**src/rtl/rf_access_arbiter_if.sv**
```systemverilog
// rf_access_arbiter_if: bundles both requester handshakes and the register-file
// port signals seen by rf_access_arbiter.
//   slave  : arbiter view (takes requests and RF read data, drives acks, read data, RF controls)
//   master : environment view (requesters plus the register file itself)
// With RF_ARB_GRANT_COUNT_EN defined the bundle also carries the per-requester
// grant counters a_grants / b_grants.
interface rf_access_arbiter_if #(
  parameter int DATA_W = 8,
  parameter int ADDR_W = 2
);
  // Requester A (processor datapath)
  logic              a_req;
  logic              a_we;
  logic [ADDR_W-1:0] a_reg1;
  logic [ADDR_W-1:0] a_reg2;
  logic [ADDR_W-1:0] a_regw;
  logic [DATA_W-1:0] a_dataw;
  logic              a_ack;
  logic [DATA_W-1:0] a_data1;
  logic [DATA_W-1:0] a_data2;

  // Requester B (debug/DMA port)
  logic              b_req;
  logic              b_we;
  logic [ADDR_W-1:0] b_reg1;
  logic [ADDR_W-1:0] b_reg2;
  logic [ADDR_W-1:0] b_regw;
  logic [DATA_W-1:0] b_dataw;
  logic              b_ack;
  logic [DATA_W-1:0] b_data1;
  logic [DATA_W-1:0] b_data2;

  // Register file ports
  logic [ADDR_W-1:0] rf_reg1;
  logic [ADDR_W-1:0] rf_reg2;
  logic [ADDR_W-1:0] rf_regw;
  logic [DATA_W-1:0] rf_dataw;
  logic              rf_write;
  logic [DATA_W-1:0] rf_data1;
  logic [DATA_W-1:0] rf_data2;

`ifdef RF_ARB_GRANT_COUNT_EN
  logic [7:0]        a_grants;
  logic [7:0]        b_grants;
`endif

  modport slave (
    input  a_req, a_we, a_reg1, a_reg2, a_regw, a_dataw,
    output a_ack, a_data1, a_data2,
    input  b_req, b_we, b_reg1, b_reg2, b_regw, b_dataw,
    output b_ack, b_data1, b_data2,
    output rf_reg1, rf_reg2, rf_regw, rf_dataw, rf_write,
    input  rf_data1, rf_data2
`ifdef RF_ARB_GRANT_COUNT_EN
    , output a_grants, b_grants
`endif
  );

  modport master (
    output a_req, a_we, a_reg1, a_reg2, a_regw, a_dataw,
    input  a_ack, a_data1, a_data2,
    output b_req, b_we, b_reg1, b_reg2, b_regw, b_dataw,
    input  b_ack, b_data1, b_data2,
    input  rf_reg1, rf_reg2, rf_regw, rf_dataw, rf_write,
    output rf_data1, rf_data2
`ifdef RF_ARB_GRANT_COUNT_EN
    , input a_grants, b_grants
`endif
  );
endinterface

```
**src/rtl/rf_access_arbiter.sv**
```systemverilog
// rf_access_arbiter: shares one 4x8 register file (two async read ports, one
// write port) between requester A (datapath) and requester B (debug/DMA).
// Each transaction runs IDLE -> SERVE -> ACK: fields are latched at grant, the
// RF is driven for one SERVE cycle (write committed / read data captured at its
// end), and the winner sees a one-cycle ack.
// FIXED_PRIO = 0 : round-robin on contention; 1 : A always wins.
// Optional macro RF_ARB_GRANT_COUNT_EN adds saturating 8-bit grant counters.
module rf_access_arbiter #(
  parameter int DATA_W     = 8,
  parameter int ADDR_W     = 2,
  parameter int FIXED_PRIO = 0
) (
  input  logic                clock,
  input  logic                reset,
  rf_access_arbiter_if.slave  bus
);

  typedef enum logic [1:0] {
    IDLE  = 2'd0,
    SERVE = 2'd1,
    ACK   = 2'd2
  } state_t;

  localparam bit FIXED_EN = (FIXED_PRIO != 32'sd0);

  state_t            state_r;
  state_t            state_nxt_s;

  logic              grant_any_s;  // a grant is issued this cycle
  logic              grant_b_s;    // the grant goes to B
  logic              owner_b_r;    // requester currently being served is B
  logic              we_r;         // latched transaction type
  logic              last_b_r;     // round-robin pointer: B was served last

  logic              sel_we_s;
  logic [ADDR_W-1:0] sel_reg1_s;
  logic [ADDR_W-1:0] sel_reg2_s;
  logic [ADDR_W-1:0] sel_regw_s;
  logic [DATA_W-1:0] sel_dataw_s;

  // Arbitration: decide whether and to whom a grant is issued in IDLE
  always_comb begin
    grant_any_s = 1'b0;
    grant_b_s   = 1'b0;
    if (state_r == IDLE) begin
      if (bus.a_req && bus.b_req) begin
        grant_any_s = 1'b1;
        if (FIXED_EN) begin
          grant_b_s = 1'b0;
        end else begin
          grant_b_s = ~last_b_r;
        end
      end else if (bus.a_req) begin
        grant_any_s = 1'b1;
        grant_b_s   = 1'b0;
      end else if (bus.b_req) begin
        grant_any_s = 1'b1;
        grant_b_s   = 1'b1;
      end else begin
        grant_any_s = 1'b0;
        grant_b_s   = 1'b0;
      end
    end else begin
      grant_any_s = 1'b0;
      grant_b_s   = 1'b0;
    end
  end

  // Transaction field mux: pick the fields of the requester being granted
  always_comb begin
    sel_we_s    = bus.a_we;
    sel_reg1_s  = bus.a_reg1;
    sel_reg2_s  = bus.a_reg2;
    sel_regw_s  = bus.a_regw;
    sel_dataw_s = bus.a_dataw;
    if (grant_b_s) begin
      sel_we_s    = bus.b_we;
      sel_reg1_s  = bus.b_reg1;
      sel_reg2_s  = bus.b_reg2;
      sel_regw_s  = bus.b_regw;
      sel_dataw_s = bus.b_dataw;
    end else begin
      sel_we_s    = bus.a_we;
      sel_reg1_s  = bus.a_reg1;
      sel_reg2_s  = bus.a_reg2;
      sel_regw_s  = bus.a_regw;
      sel_dataw_s = bus.a_dataw;
    end
  end

  // Next-state logic: one SERVE and one ACK cycle per granted transaction
  always_comb begin
    state_nxt_s = state_r;
    case (state_r)
      IDLE: begin
        if (grant_any_s) begin
          state_nxt_s = SERVE;
        end else begin
          state_nxt_s = IDLE;
        end
      end
      SERVE:   state_nxt_s = ACK;
      ACK:     state_nxt_s = IDLE;
      default: state_nxt_s = IDLE;
    endcase
  end

  // State register; reset abandons any transaction in flight
  always_ff @(posedge clock or negedge reset) begin
    if (!reset) begin
      state_r <= IDLE;
    end else begin
      state_r <= state_nxt_s;
    end
  end

  // Datapath: latch fields at grant, drive RF, capture read data, pulse ack
  always_ff @(posedge clock or negedge reset) begin
    if (!reset) begin
      owner_b_r    <= 1'b0;
      we_r         <= 1'b0;
      last_b_r     <= 1'b1;
      bus.rf_reg1  <= {ADDR_W{1'b0}};
      bus.rf_reg2  <= {ADDR_W{1'b0}};
      bus.rf_regw  <= {ADDR_W{1'b0}};
      bus.rf_dataw <= {DATA_W{1'b0}};
      bus.rf_write <= 1'b0;
      bus.a_ack    <= 1'b0;
      bus.b_ack    <= 1'b0;
      bus.a_data1  <= {DATA_W{1'b0}};
      bus.a_data2  <= {DATA_W{1'b0}};
      bus.b_data1  <= {DATA_W{1'b0}};
      bus.b_data2  <= {DATA_W{1'b0}};
    end else begin
      case (state_r)
        IDLE: begin
          bus.a_ack <= 1'b0;
          bus.b_ack <= 1'b0;
          if (grant_any_s) begin
            owner_b_r    <= grant_b_s;
            last_b_r     <= grant_b_s;
            we_r         <= sel_we_s;
            bus.rf_reg1  <= sel_reg1_s;
            bus.rf_reg2  <= sel_reg2_s;
            bus.rf_regw  <= sel_regw_s;
            bus.rf_dataw <= sel_dataw_s;
            bus.rf_write <= sel_we_s;
          end else begin
            bus.rf_write <= 1'b0;
          end
        end
        SERVE: begin
          bus.rf_write <= 1'b0;
          if (owner_b_r) begin
            bus.b_ack <= 1'b1;
            if (!we_r) begin
              bus.b_data1 <= bus.rf_data1;
              bus.b_data2 <= bus.rf_data2;
            end
          end else begin
            bus.a_ack <= 1'b1;
            if (!we_r) begin
              bus.a_data1 <= bus.rf_data1;
              bus.a_data2 <= bus.rf_data2;
            end
          end
        end
        ACK: begin
          bus.rf_write <= 1'b0;
          bus.a_ack    <= 1'b0;
          bus.b_ack    <= 1'b0;
        end
        default: begin
          bus.rf_write <= 1'b0;
          bus.a_ack    <= 1'b0;
          bus.b_ack    <= 1'b0;
        end
      endcase
    end
  end

`ifdef RF_ARB_GRANT_COUNT_EN
  // Grant counters: count acks per requester, saturating at 255
  always_ff @(posedge clock or negedge reset) begin
    if (!reset) begin
      bus.a_grants <= 8'd0;
      bus.b_grants <= 8'd0;
    end else if (state_r == SERVE) begin
      if (owner_b_r) begin
        if (bus.b_grants != 8'd255) begin
          bus.b_grants <= bus.b_grants + 8'd1;
        end
      end else begin
        if (bus.a_grants != 8'd255) begin
          bus.a_grants <= bus.a_grants + 8'd1;
        end
      end
    end
  end
`endif

endmodule

```
**src/flat_wrapper.sv**
```systemverilog
// flat-port wrapper written by rule: the top's interface ports become plain ports
module rf_access_arbiter_flat 
#(
  parameter int DATA_W     = 8,
  parameter int ADDR_W     = 2,
  parameter int FIXED_PRIO = 0
)
  (clock, reset, bus_a_req, bus_a_we, bus_a_reg1, bus_a_reg2, bus_a_regw, bus_a_dataw, bus_a_ack, bus_a_data1, bus_a_data2, bus_b_req, bus_b_we, bus_b_reg1, bus_b_reg2, bus_b_regw, bus_b_dataw, bus_b_ack, bus_b_data1, bus_b_data2, bus_rf_reg1, bus_rf_reg2, bus_rf_regw, bus_rf_dataw, bus_rf_write, bus_rf_data1, bus_rf_data2);
  rf_access_arbiter_if #(.DATA_W(DATA_W), .ADDR_W(ADDR_W)) bus_i ();
  input  logic clock;
  input  logic reset;
  input wire logic [$bits(bus_i.a_req)-1:0] bus_a_req;
  input wire logic [$bits(bus_i.a_we)-1:0] bus_a_we;
  input wire logic [$bits(bus_i.a_reg1)-1:0] bus_a_reg1;
  input wire logic [$bits(bus_i.a_reg2)-1:0] bus_a_reg2;
  input wire logic [$bits(bus_i.a_regw)-1:0] bus_a_regw;
  input wire logic [$bits(bus_i.a_dataw)-1:0] bus_a_dataw;
  output wire logic [$bits(bus_i.a_ack)-1:0] bus_a_ack;
  output wire logic [$bits(bus_i.a_data1)-1:0] bus_a_data1;
  output wire logic [$bits(bus_i.a_data2)-1:0] bus_a_data2;
  input wire logic [$bits(bus_i.b_req)-1:0] bus_b_req;
  input wire logic [$bits(bus_i.b_we)-1:0] bus_b_we;
  input wire logic [$bits(bus_i.b_reg1)-1:0] bus_b_reg1;
  input wire logic [$bits(bus_i.b_reg2)-1:0] bus_b_reg2;
  input wire logic [$bits(bus_i.b_regw)-1:0] bus_b_regw;
  input wire logic [$bits(bus_i.b_dataw)-1:0] bus_b_dataw;
  output wire logic [$bits(bus_i.b_ack)-1:0] bus_b_ack;
  output wire logic [$bits(bus_i.b_data1)-1:0] bus_b_data1;
  output wire logic [$bits(bus_i.b_data2)-1:0] bus_b_data2;
  output wire logic [$bits(bus_i.rf_reg1)-1:0] bus_rf_reg1;
  output wire logic [$bits(bus_i.rf_reg2)-1:0] bus_rf_reg2;
  output wire logic [$bits(bus_i.rf_regw)-1:0] bus_rf_regw;
  output wire logic [$bits(bus_i.rf_dataw)-1:0] bus_rf_dataw;
  output wire logic [$bits(bus_i.rf_write)-1:0] bus_rf_write;
  input wire logic [$bits(bus_i.rf_data1)-1:0] bus_rf_data1;
  input wire logic [$bits(bus_i.rf_data2)-1:0] bus_rf_data2;
  assign bus_i.a_req = bus_a_req;
  assign bus_i.a_we = bus_a_we;
  assign bus_i.a_reg1 = bus_a_reg1;
  assign bus_i.a_reg2 = bus_a_reg2;
  assign bus_i.a_regw = bus_a_regw;
  assign bus_i.a_dataw = bus_a_dataw;
  assign bus_a_ack = bus_i.a_ack;
  assign bus_a_data1 = bus_i.a_data1;
  assign bus_a_data2 = bus_i.a_data2;
  assign bus_i.b_req = bus_b_req;
  assign bus_i.b_we = bus_b_we;
  assign bus_i.b_reg1 = bus_b_reg1;
  assign bus_i.b_reg2 = bus_b_reg2;
  assign bus_i.b_regw = bus_b_regw;
  assign bus_i.b_dataw = bus_b_dataw;
  assign bus_b_ack = bus_i.b_ack;
  assign bus_b_data1 = bus_i.b_data1;
  assign bus_b_data2 = bus_i.b_data2;
  assign bus_rf_reg1 = bus_i.rf_reg1;
  assign bus_rf_reg2 = bus_i.rf_reg2;
  assign bus_rf_regw = bus_i.rf_regw;
  assign bus_rf_dataw = bus_i.rf_dataw;
  assign bus_rf_write = bus_i.rf_write;
  assign bus_i.rf_data1 = bus_rf_data1;
  assign bus_i.rf_data2 = bus_rf_data2;
  rf_access_arbiter #(.DATA_W(DATA_W), .ADDR_W(ADDR_W), .FIXED_PRIO(FIXED_PRIO)) u_core (.clock(clock), .reset(reset), .bus(bus_i));
endmodule
```
**config.mk**
```make
export PLATFORM = sky130hd
export DESIGN_NAME = rf_access_arbiter_flat
export DESIGN_NICKNAME = d
export VERILOG_FILES = /design/src/rtl/rf_access_arbiter_if.sv /design/src/rtl/rf_access_arbiter.sv /design/src/flat_wrapper.sv
export SDC_FILE = /design/constraint.sdc
export NUM_CORES = 1
export LEC_CHECK = 0
export CORE_ASPECT_RATIO = 1.25
export CORE_MARGIN = 4
export CORE_UTILIZATION = 41
export DETAILED_ROUTE_END_ITERATION = 8
export PLACE_DENSITY = 0.82
export SYNTH_ARGS = -nofsm -noshare
export SYNTH_HDL_FRONTEND = slang
export SYNTH_SLANG_ARGS = --single-unit
```
**constraint.sdc**
```tcl
create_clock -name clock -period 1.75 [get_ports clock]
set_input_delay 0.525 -clock clock [delete_from_list [all_inputs] [get_ports clock]]
set_output_delay 0.525 -clock clock [all_outputs]
set_load 0.02 [all_outputs]
```
Yosys cells after proc, flatten, opt, wreduce, memory -nomap -nowiden --
Index checks and enable logic that the tools add are counted.
Storage, ports and cells: input bits 50, word-level logic and storage cells 46, flip-flop bits (word level) 54, output and inout port bits 49
Operators by class: muxes and demuxes 20, eq/ne operators 3, reduce and logical (&&, ||, !) cells 5, bitwise gates (word level) 3
Operators by type and width (number):
- $mux W1 | 15
- $mux W8 | 1
- $mux W2 | 3
- $reduce_and A3 Y1 | 2
- $pmux W2 S2 | 1
- $not A1 Y1 | 3
- $eq A2 B1 Y1 const B | 1
- $logic_not A2 Y1 | 1
- $ne A2 B1 Y1 const B | 1
- $ne A2 B2 Y1 const B | 1
- $reduce_and A2 Y1 | 1
- $logic_and A1 B1 Y1 | 1

Logic depth before layout (Yosys ltp) --
depth in word-level cells 7, mapped depth 5, mapped depth without buffers 3

Least setup slack after synthesis --
No wires, ideal clock.
kind register to register, start reg u_core.state_r[1], end reg u_core.bus.b_data1[3], clock period less this slack 1500 ps, path buffers 1, required time 1625 ps, cell stages (with the launch flop) 5, data arrival time 1375 ps, setup slack 250 ps, library setup time 125 ps, cell sequence dfrtp_1 -> nand2b_4 -> nor3b_4 -> buf_8 -> mux2_2
On the way: word-level cells in the longest chain between the ends 2
RTL lines:
- from (decl) | RTL line rf_access_arbiter.sv:26 | state_t state_r;
- from (signal assigned) | RTL line rf_access_arbiter.sv:113 | state_r <= state_nxt_s;
- $eq A2 B1 Y1 | RTL line rf_access_arbiter.sv:135 | case (state_r)
- $reduce_and A3 Y1 (no source line)
- to (signal assigned) | RTL line rf_access_arbiter.sv:132 | bus.b_data1 <= {DATA_W{1'b0}};
- to (signal assigned) | RTL line rf_access_arbiter.sv:157 | bus.b_data1 <= bus.rf_data1;
- to (decl) | RTL line rf_access_arbiter_if.sv:51 | output b_ack, b_data1, b_data2,
No other way between the ends. A chain may end at the register's enable or synchronous reset.

Worst setup path after layout --
start in bus_b_req, end reg u_core.bus.rf_dataw[2]
On the way: word-level cells in the longest chain between the ends 5, elaborated cells on any way between the ends 10, those cells by class mux: 8; reduce/logical: 2
RTL lines:
- from (decl) | RTL line flat_wrapper.sv:21 | input wire logic [$bits(bus_i.b_req)-1:0] bus_b_req;
- $mux W1 | RTL line rf_access_arbiter.sv:56 | end else if (bus.b_req) begin
- $mux W1 | RTL line rf_access_arbiter.sv:53 | end else if (bus.a_req) begin
- $mux W1 | RTL line rf_access_arbiter.sv:46 | if (bus.a_req && bus.b_req) begin
- $mux W1 | RTL line rf_access_arbiter.sv:45 | if (state_r == IDLE) begin
- $mux W8 / $reduce_and A2 Y1 (equally long branches)
- to (signal assigned) | RTL line rf_access_arbiter.sv:126 | bus.rf_dataw <= {DATA_W{1'b0}};
- to (signal assigned) | RTL line rf_access_arbiter.sv:146 | bus.rf_dataw <= sel_dataw_s;
- to (decl) | RTL line rf_access_arbiter_if.sv:52 | output rf_reg1, rf_reg2, rf_regw, rf_dataw, rf_write,
Parallel ways exist; a longest one is shown, timed or not.

==> report_table.html <==
<table>
<tr><th>Metric</th><th>Value</th></tr>
<tr><th colspan="2">Worst setup path</th></tr>
<tr><td>Launching element type of the critical path</td><td>input pin</td></tr>
<tr><td>Worst setup path startpoint</td><td>bus_b_req</td></tr>
<tr><td>Arrival time worst endpoint</td><td>between 1500 and 2000 ps</td></tr>
<tr><td>Reg2Reg Launch Point</td><td>u_core.state_r[1]</td></tr>
<tr><td>Data required time at the worst endpoint</td><td>just under 2000 ps</td></tr>
<tr><td>Worst setup EP type</td><td>flip-flop</td></tr>
<tr><td>Critical path type</td><td>in -&gt; reg</td></tr>
<tr><td>Highest fanout seen on the critical path</td><td>9</td></tr>
<tr><th colspan="2">Power</th></tr>
<tr><td>Switching power share of the total</td><td>approximately 40%</td></tr>
<tr><td>Cell-internal power</td><td>~3.6 mW</td></tr>
<tr><td>Total power draw</td><td>5.99 mW</td></tr>
<tr><td>Ratio of total power to cell area</td><td>1760 nW/um^2</td></tr>
<tr><td>Part of the power in the clock network</td><td>between 10% and 20%</td></tr>
<tr><td>Net load switching power</td><td>2.38 mW</td></tr>
<tr><td>Logic gate share of total power</td><td>about half</td></tr>
<tr><td>Maximum vdd drop</td><td>around 0.83 mV</td></tr>
<tr><td>Flop pwr share</td><td>between 30% and 40%</td></tr>
<tr><td>Standby leakage power</td><td>~1.5 nW</td></tr>
<tr><th colspan="2">Timing</th></tr>
<tr><td>Unrepaired setup endpoints after global routing</td><td>false</td></tr>
<tr><td>Worst hold slack</td><td>about 180 ps</td></tr>
<tr><td>Post-Route Setup TNS</td><td>0 ps</td></tr>
<tr><td>Final cycle utilization of the critical path</td><td>roughly 90%</td></tr>
<tr><td>Setup skew after layout</td><td>2.86 ps</td></tr>
<tr><td>Max-Slew Margin vs Limit</td><td>64.3%</td></tr>
<tr><td>Transition time at the pin with the least slew margin</td><td>535 ps</td></tr>
<tr><td>Post-layout minimum cycle time</td><td>1580 ps</td></tr>
<tr><td>Final Hold Violating Endpoints</td><td>0</td></tr>
<tr><td>Highest clock frequency the design can meet</td><td>around 630 MHz</td></tr>
<tr><td>Final setup viols</td><td>0</td></tr>
<tr><td>Max Transition Viols Final</td><td>0</td></tr>
<tr><td>Min setup slack post-route</td><td>~170 ps</td></tr>
<tr><th colspan="2">Route</th></tr>
<tr><td>Remaining antenna violation count after routing</td><td>0</td></tr>
<tr><td>Vias per cell</td><td>between 5 and 6</td></tr>
<tr><td>TritonRoute pass-1 iters</td><td>4</td></tr>
<tr><td>DRC violations left</td><td>0</td></tr>
<tr><td>Total vias in the final route</td><td>~1800</td></tr>
<tr><td>Total Wirelength</td><td>5510 um</td></tr>
<tr><td>1st-iter DRT viols</td><td>slightly above 80</td></tr>
<tr><td>Routed length per placed instance</td><td>15.9 um</td></tr>
<tr><th colspan="2">Global routing</th></tr>
<tr><td>Initial antenna violation count</td><td>0</td></tr>
<tr><td>Remaining global-route overflow</td><td>0</td></tr>
<tr><td>Pin count of the biggest net entering global routing</td><td>29</td></tr>
<tr><td>Via count of the first global-routing pass</td><td>between 1500 and 2000</td></tr>
<tr><td>Overall fraction of global-route tracks in use</td><td>between 10% and 20%</td></tr>
<tr><td>First-pass GRT wire length</td><td>8940 um</td></tr>
<tr><th colspan="2">Logic synthesis</th></tr>
<tr><td>Yosys synthesis warning count</td><td>0</td></tr>
<tr><td>Cell Area, Synth</td><td>roughly 2200 sq um</td></tr>
<tr><td>Synth async-reset ratio</td><td>100%</td></tr>
<tr><td>Number of flops mapped to enable cells by yosys</td><td>0</td></tr>
<tr><td>Post-Synthesis Cells</td><td>173</td></tr>
<tr><td>Sequential area share after synthesis</td><td>about three fifths</td></tr>
<tr><td>Net count of the mapped netlist</td><td>223</td></tr>
<tr><td>Mean area per synthesized cell</td><td>between 10 and 15 sq um</td></tr>
<tr><td>Distinct cell type count of the synthesized netlist</td><td>23</td></tr>
<tr><td>Primary FF master, synth</td><td>sky130_fd_sc_hd__dfrtp_1</td></tr>
<tr><td>Register bit count reported by yosys</td><td>54</td></tr>
<tr><th colspan="2">Placed design</th></tr>
<tr><td>Post-DP HPWL</td><td>roughly 4400 um</td></tr>
<tr><td>Placer congestion estimate</td><td>between 0.7 and 0.8</td></tr>
<tr><td>Number of port buffers</td><td>between 90 and 100</td></tr>
<tr><td>Worst slack at placement</td><td>-326 ps</td></tr>
<tr><th colspan="2">Layout</th></tr>
<tr><td>Final layout net count</td><td>~330</td></tr>
<tr><td>Commonest cells after routing, fill and taps aside</td><td>sky130_fd_sc_hd__dfrtp_1, sky130_fd_sc_hd__dlygate4sd2_1, sky130_fd_sc_hd__clkdlybuf4s50_1</td></tr>
<tr><td>Most common library cell in the layout ignoring fill and taps</td><td>sky130_fd_sc_hd__dfrtp_1</td></tr>
<tr><td>Number of fillers in the final layout</td><td>422</td></tr>
<tr><td>Area growth syn-to-layout</td><td>52.7%</td></tr>
<tr><td>Fraction of layout instances using a drive strength above 1</td><td>22.5%</td></tr>
<tr><td>N_diodes</td><td>0</td></tr>
<tr><th colspan="2">Min path</th></tr>
<tr><td>Class of the most critical hold timing path</td><td>in -&gt; async</td></tr>
<tr><th colspan="2">CTS</th></tr>
<tr><td>TritonCTS clock tree</td><td>built</td></tr>
<tr><td>Number of post-CTS setup repair buffers</td><td>0</td></tr>
<tr><td>Clock Pin Slew Worst Setup and Hold Paths</td><td>approximately 90 ps</td></tr>
<tr><td>CTS H-tree lvls</td><td>2</td></tr>
<tr><td>Sinks on the clock net</td><td>54</td></tr>
<tr><td>Library cell used as clock root buffer</td><td>sky130_fd_sc_hd__clkbuf_8</td></tr>
<tr><td>Clock buffers created by TritonCTS</td><td>5</td></tr>
<tr><td>Clock network latency to the later pin of the worst-skew pair</td><td>just under 300 ps</td></tr>
<tr><td>CTS Buffer Depth</td><td>2</td></tr>
<tr><th colspan="2">Floorplanning</th></tr>
<tr><td>Vertical die dimension</td><td>90.5 um</td></tr>
<tr><td>Die Width</td><td>74.0 um</td></tr>
<tr><td>Starting utilization of the core area</td><td>~43%</td></tr>
<tr><td>Count of pins on the block boundary</td><td>99</td></tr>
<tr><td>Die Area</td><td>between 6000 and 7000 sq um</td></tr>
<tr><td>Row cnt</td><td>29</td></tr>
<tr><td>Placeable core region</td><td>~5200 sq um</td></tr>
<tr><th colspan="2">Flow run</th></tr>
<tr><td>MaxCap Viol Count</td><td>0</td></tr>
<tr><th colspan="2">Run status</th></tr>
<tr><td>Result of the run</td><td>complete, no violations</td></tr>
</table>
## state kept, by name, indices dropped and copies added (netlist names), 8 cells and up
signal and flops:
u_core.bus.b_data1 8, u_core.bus.a_data1 8, u_core.bus.rf_dataw 8, u_core.bus.a_data2 8, u_core.bus.b_data2 8
## per-layer routing
layer | wire [um] | global-route usage, % | vias up | part of all wire (%)
met4 | 51 | 3.93 | 0 | 0.93
met5 | 0 | 0 | - | 0
met1 | 2190 | 21.2 | 851 | 40
met3 | 414 | 2.90 | 7 | 7.5
li1 | - | - | 842 | -
met2 | 2860 | 29.4 | 68 | 52
## metrics by stage
stage	cells	utilization [%]	cell area [sq um]
2_1_floorplan	173	-	2230
3_3_place_gp	338	64.9	3370
3_5_place_dp	338	64.9	3370
4_1_cts	346	65.6	3400
5_1_grt	346	65.6	3410
6_report	346	65.6	3410
## final timing paths
check | to | slack (ps) | depth (start not counted)
max | u_core.bus.rf_dataw[2] | 170 | 5
min | u_core.bus.rf_dataw[1] | 180 | 1
max reg2reg | u_core.bus.a_data1[4] | 220 | 4
min reg2reg | u_core.bus.b_ack | 490 | 2
max in group asynchronous | u_core.bus.b_data2[3] | 1070 | 2
min in group clock | u_core.bus.b_ack | 490 | 2
## cell usage after synthesis (2+ instances only)
cell type | number | area (sq um)
sky130_fd_sc_hd__inv_1 | 3 | 11.3
sky130_fd_sc_hd__clkbuf_1 | 3 | 11.3
sky130_fd_sc_hd__nor2_1 | 18 | 67.6
sky130_fd_sc_hd__o31ai_1 | 15 | 113
sky130_fd_sc_hd__a22o_1 | 2 | 17.5
sky130_fd_sc_hd__o21ai_0 | 14 | 70.1
sky130_fd_sc_hd__nor3_1 | 2 | 10.0
sky130_fd_sc_hd__mux2_2 | 32 | 360
sky130_fd_sc_hd__buf_2 | 4 | 20.0
sky130_fd_sc_hd__a21oi_1 | 15 | 75.1
sky130_fd_sc_hd__dfrtp_1 | 53 | 1330
## worst max-delay path, stage by stage
cell                              delay (ps)
sky130_fd_sc_hd__clkdlybuf4s50_1         540
sky130_fd_sc_hd__a21boi_2                200
sky130_fd_sc_hd__buf_4                   180
sky130_fd_sc_hd__a21oi_1                  70
sky130_fd_sc_hd__o31ai_1                 260
## timing repair
action,CTS,global route
hold endpoints to repair,0,0
hold buffers,0,0
setup endpoints to repair,49,15
gates cloned,0,0
gates resized for setup,49,1
## cells by family after synthesis
kind of cell,after synthesis,synth area share (%)
compound gates,50,13.9
buf+inv,12,3.08
flops,54,60.6
mux,32,16.2
simple gates,25,6.23
## final cells by class
class                   count  area, sq um  area share (%)
clock buffers               6         82.6            2.42
clock inverters             2         12.5           0.367
inverters                   3         11.3           0.331
flip-flops and latches     54         1350            39.7
multi-input cells         107          812            23.8
well taps                  62         77.6            2.28
repair buffers            112         1060            31.0
## power groups by stage
| stage | Combinational (mW) | Clock [mW] | Sequential [mW] |
|---|---|---|---|
| 6_report | 3.08 | 0.699 | 2.22 |
| 2_1_floorplan | 1.15 | 0 | 2.93 |
| 3_3_place_gp | 3.43 | 0 | 2.24 |
| 3_5_place_dp | 3.52 | 0 | 2.28 |
| 5_1_grt | 3.30 | 0.781 | 2.30 |
| 4_1_cts | 3.12 | 0.725 | 2.23 |
Power figures use the tool's default switching activity.
